## src/rtl/serial_adder_ctrl.sv

```systemverilog
// Bit-serial LSB-first adder built around a single full-adder cell.
// One bit pair per clock; done pulses WIDTH+1 cycles after the accepted start.
module serial_adder_ctrl #(
    parameter int WIDTH = 8
) (
    input  logic             clk,
    input  logic             rst,
    input  logic             start,
    input  logic [WIDTH-1:0] a,
    input  logic [WIDTH-1:0] b,
    input  logic             cin,
    output logic             busy,
    output logic             done,
    output logic [WIDTH-1:0] sum,
    output logic             cout,
    output logic [1:0]       state_dbg
);
    localparam int CW = (WIDTH > 1) ? $clog2(WIDTH) : 1;
    localparam logic [CW-1:0] LAST = CW'(WIDTH - 1);

    typedef enum logic [1:0] {
        IDLE = 2'd0,
        RUN  = 2'd1,
        DONE = 2'd2
    } state_t;

    state_t           state_q;
    logic [WIDTH-1:0] a_sh_q;
    logic [WIDTH-1:0] b_sh_q;
    logic [WIDTH-1:0] res_q;
    logic [WIDTH-1:0] sum_q;
    logic             carry_q;
    logic             cout_q;
    logic             busy_q;
    logic             done_q;
    logic [CW-1:0]    cnt_q;

    logic             fa_s;
    logic             fa_co;
    logic [WIDTH-1:0] a_sh_d;
    logic [WIDTH-1:0] b_sh_d;
    logic [WIDTH-1:0] res_d;

    // Full-adder cell plus the right shifts; the new sum bit enters at the MSB
    // so after WIDTH shifts the first (LSB) result bit has reached bit 0.
    always_comb begin
        fa_s           = a_sh_q[0] ^ b_sh_q[0] ^ carry_q;
        fa_co          = (a_sh_q[0] & b_sh_q[0]) | (a_sh_q[0] & carry_q) | (b_sh_q[0] & carry_q);
        a_sh_d         = a_sh_q >> 1;
        b_sh_d         = b_sh_q >> 1;
        res_d          = res_q >> 1;
        res_d[WIDTH-1] = fa_s;
    end

    always_ff @(posedge clk) begin
        if (rst) begin
            state_q <= IDLE;
            a_sh_q  <= '0;
            b_sh_q  <= '0;
            res_q   <= '0;
            sum_q   <= '0;
            carry_q <= 1'b0;
            cout_q  <= 1'b0;
            busy_q  <= 1'b0;
            done_q  <= 1'b0;
            cnt_q   <= '0;
        end else begin
            case (state_q)
                RUN: begin
                    a_sh_q  <= a_sh_d;
                    b_sh_q  <= b_sh_d;
                    res_q   <= res_d;
                    carry_q <= fa_co;
                    cnt_q   <= cnt_q + CW'(1);
                    if (cnt_q == LAST) begin
                        sum_q   <= res_d;
                        cout_q  <= fa_co;
                        state_q <= DONE;
                        busy_q  <= 1'b0;
                        done_q  <= 1'b1;
                    end
                end
                default: begin
                    // IDLE and DONE both accept a start, giving back-to-back throughput.
                    done_q <= 1'b0;
                    if (start) begin
                        a_sh_q  <= a;
                        b_sh_q  <= b;
                        carry_q <= cin;
                        cnt_q   <= '0;
                        state_q <= RUN;
                        busy_q  <= 1'b1;
                    end else begin
                        state_q <= IDLE;
                    end
                end
            endcase
        end
    end

    assign busy      = busy_q;
    assign done      = done_q;
    assign sum       = sum_q;
    assign cout      = cout_q;
    assign state_dbg = state_q;
endmodule

```

## config.mk

```make
export PLATFORM = sky130hd
export DESIGN_NAME = serial_adder_ctrl
export DESIGN_NICKNAME = d
export VERILOG_FILES = /design/src/rtl/serial_adder_ctrl.sv
export SDC_FILE = /design/constraint.sdc
export NUM_CORES = 1
export LEC_CHECK = 0
export ABC_AREA = 1
export ABC_CLOCK_PERIOD_IN_PS = 2600
export CORE_ASPECT_RATIO = 1.1
export CORE_MARGIN = 5
export CORE_UTILIZATION = 54
export DETAILED_ROUTE_END_ITERATION = 7
export PLACE_DENSITY = 0.83
export SYNTH_ARGS = -nofsm -noshare
export SYNTH_HDL_FRONTEND = slang
export SYNTH_SLANG_ARGS = --single-unit
export TNS_END_PERCENT = 30
```

## constraint.sdc

```tcl
create_clock -name clk -period 2.6 [get_ports clk]
set_clock_uncertainty 0.15 [all_clocks]
set_input_delay 0.78 -clock clk [delete_from_list [all_inputs] [get_ports clk]]
set_output_delay 0.78 -clock clk [all_outputs]
set_load 0.02 [all_outputs]
```

==> results by group <==
Status
  – Outcome: finished, final reports clean

Global routing
  – Global-route wire length before repair: roughly 5900 um
  – Pin count of the biggest net entering global routing: 37
  – Grt ovf: 0
  – Number of antenna violations at the first check in global routing: 0
  – GRT Overall Usage: 17.34%
  – Vias in the first global route: 1378

Synth
  – Most numerous cell in the Yosys netlist: nand2_1
  – Netlist cell types: 19
  – Netlist area before placement: 1684 um^2
  – Seq cells post-synth: 40
  – Mapped Nets: 246
  – Prevailing post-synth register cell: dfxtp_1
  – Average cell area after synthesis: roughly 7.6 um^2
  – Commonest cells post-synth: nand2_1, nand3_1, dfxtp_1
  – Portion of the post-synthesis area used by sequential elements: between 40% and 50%
  – Yosys top cell area share: between 40% and 50%
  – Synthesized instance count: around 220
  – Share of flip-flops with an asynchronous set or reset: 0%
  – Count of synthesis-stage warnings from yosys: 0
  – Ranking of synthesized cells by area: dfxtp_1, nand3_1, nand2_1
  – Yosys top cell by area: dfxtp_1
  – Count of flip-flops with a built-in enable after synthesis: 0

Placement
  – Worst setup slack before clock tree synthesis: 0.2733 ns
  – Total placed instance area: 1989 um^2
  – Half-perimeter wire length after placement: 2420 um
  – Placed cell count: 280
  – Placer Congestion: 0.7482
  – Number of buffers inserted by port buffering: 32

Power
  – Switching Power: around 0.28 mW
  – Internal power consumption: 0.7908 mW
  – Switching share of power: roughly a quarter
  – Cell Pwr Density: approximately 520 nW/um^2
  – Fraction of power consumed by combinational cells: 12.0%
  – Fraction of power consumed by the clock network: between 20 and 30%
  – Worst-case vdd ir drop: between 0.0004 and 0.0005 V
  – Sequential group share of total power: roughly three fifths
  – Leak pwr: between 0.9 and 1 nW
  – Overall power of the completed layout: about 1.1 mW

CTS
  – Total of cells resized after clock tree synthesis: 0
  – Clock latency reported for the late side of the worst-skew pair: around 0.35 ns
  – Clock-pin transition on the worst setup and hold timing paths: 0.12 ns
  – Number of buffers on the longest clock path: 2
  – TritonCTS clock tree: done
  – Setup bufs post-CTS: 0
  – Clock tree sinks: 40
  – Clk Tree Root Cell: clkbuf_4
  – Number of buffers added by the clock tree synthesis step: 5
  – Hold buffer count at CTS: 0
  – CTS H-Tree Depth: 2

STA
  – Final setup TNS: 0 ns
  – Final-report hold violation count: 0
  – Final critical-path required period: 2.334 ns
  – Tightest Pin Transition: roughly 0.47 ns
  – Worst hold slack: a little over 0.3 ns
  – Max transition margin: just under 70%
  – Setup violators final: 0
  – Final period utilization: 89.77%
  – Maximum clock frequency: about 430 MHz
  – Unrepaired setup endpoints after global routing: false
  – Final count of pins violating max slew: 0
  – Final setup slack of the worst path: ~0.27 ns

Setup path
  – Type of origin of the critical path: flip-flop
  – Critical Path RT: between 1.5 and 2 ns
  – Largest driver fanout on the critical path: 3
  – Top Family by Delay on Critical Path: buffers and inverters
  – CP Capture Type: output pin
  – Critical Path, Cell by Cell: clkdlybuf4s50_1
  – Buffers & Inverters on Critical Path: 1
  – Critical setup path kind: reg2out
  – Largest stage delay on the critical path: about 0.63 ns
  – CP max stage cell: clkdlybuf4s50_1
  – Critical Path AT: about 1.4 ns

Detailed routing
  – Via density per instance: 5.195
  – Post-route antenna net violation count: 0
  – Post-detailed-route wirelength per cell: between 10 and 15 um
  – Vias: between 1000 and 1500
  – Number of remaining DRC errors: 0
  – Router iterations before antenna repair: 6
  – Wire length after detailed routing: 3461 um
  – Initial drt markers: 61

Finish
  – Non-filler cells in the finished layout: 287
  – Post-route design area: between 2000 and 2500 um^2
  – Synthesis-to-finish area growth: 21.10%
  – Core occupancy in the finished layout: ~67%
  – Multi-input logic area: 713.2 um^2
  – Count of antenna diodes in the layout: 0
  – Share of post-route cells with drive strength above 1: under 10%
  – Count of filler cells inserted in the layout: 268
  – Sequential cell area: between 800 and 900 um^2
  – Net total in the final layout: between 200 and 300

Floorplan
  – Core Footprint: a little over 3000 um^2
  – Number of rows created at floorplan: 21
  – Top-Level Pins: 33
  – Horizontal die dimension: roughly 63 um
  – Area of the die: roughly 4300 um^2
  – Starting Density: between 50% and 60%
  – Floorplan die height: approximately 69 um

Hold path
  – Hold/Removal Path Class: reg2reg

Job
  – Count of maximum capacitance violations: 0
==> kinds of logic (layout without fill, tap and decap cells) <==
group	count (synthesis)	count (layout)	share of synthesized area, %
buf+inv	36	67	10.10
flops	40	40	47.55
simple gates	120	120	32.02
fa+ha+maj	4	4	3.418
compound gates	22	22	6.909
==> registers in the layout, indices dropped and copies added, names as in the netlist <==
name	count
sum	8
busy	1
b_sh_q	8
done	1
cout	1
carry_q	1
a_sh_q	8
res_q	7
cnt_q	3
state_dbg	2
==> area by class of cell <==
cell class / count / area share (%)
multi-input cells: 146 / 34.97
flip-flops and latches: 40 / 39.26
clock inverters: 2 / 0.6135
repair buffers: 34 / 16.44
inverters: 26 / 4.785
well taps: 34 / 2.086
clock buffers: 5 / 1.840
==> cells in the final DEF (no fill, tap or decap), types with 2 or more instances in the layout <==
| master | n |
|---|---|
| nand2_1 | 48 |
| nand3_1 | 45 |
| dfxtp_1 | 40 |
| clkdlybuf4s50_1 | 32 |
| inv_1 | 22 |
| nor2_1 | 22 |
| o21ai_0 | 11 |
| a21oi_1 | 5 |
| o22ai_1 | 5 |
| clkbuf_4 | 5 |
| inv_2 | 3 |
| nor2_4 | 3 |
| ha_1 | 3 |
| buf_4 | 2 |
==> final timing paths <==
kind	startpoint	endpoint	slack (ns)	cells past startpoint
max reg2reg	state_dbg[1]$_SDFFE_PP0P_	res_q[6]$_SDFFE_PP0P_	1.06	4
min	a_sh_q[1]$_SDFFE_PP0P_	a_sh_q[0]$_SDFFE_PP0P_	0.31	2
max	state_dbg[0]$_SDFFE_PP0P_	state_dbg[0]	0.27	1
min reg2reg	a_sh_q[1]$_SDFFE_PP0P_	a_sh_q[0]$_SDFFE_PP0P_	0.31	2
==> per-layer routing <==
metal,global-route usage [%],share of wire (%)
met1,19.76,43
met2,30.90,50
met3,3.728,4.8
met4,9.091,2.0
met5,0,0
==> power groups by stage <==
stage	Combinational [mW]	Sequential, mW	Clock [mW]
2_1_floorplan	0.0832	0.661	0
3_3_place_gp	0.126	0.661	0
3_5_place_dp	0.128	0.661	0
4_1_cts	0.129	0.647	0.298
5_1_grt	0.144	0.652	0.326
6_report	0.129	0.647	0.293
(Power assumes the default switching activity.)
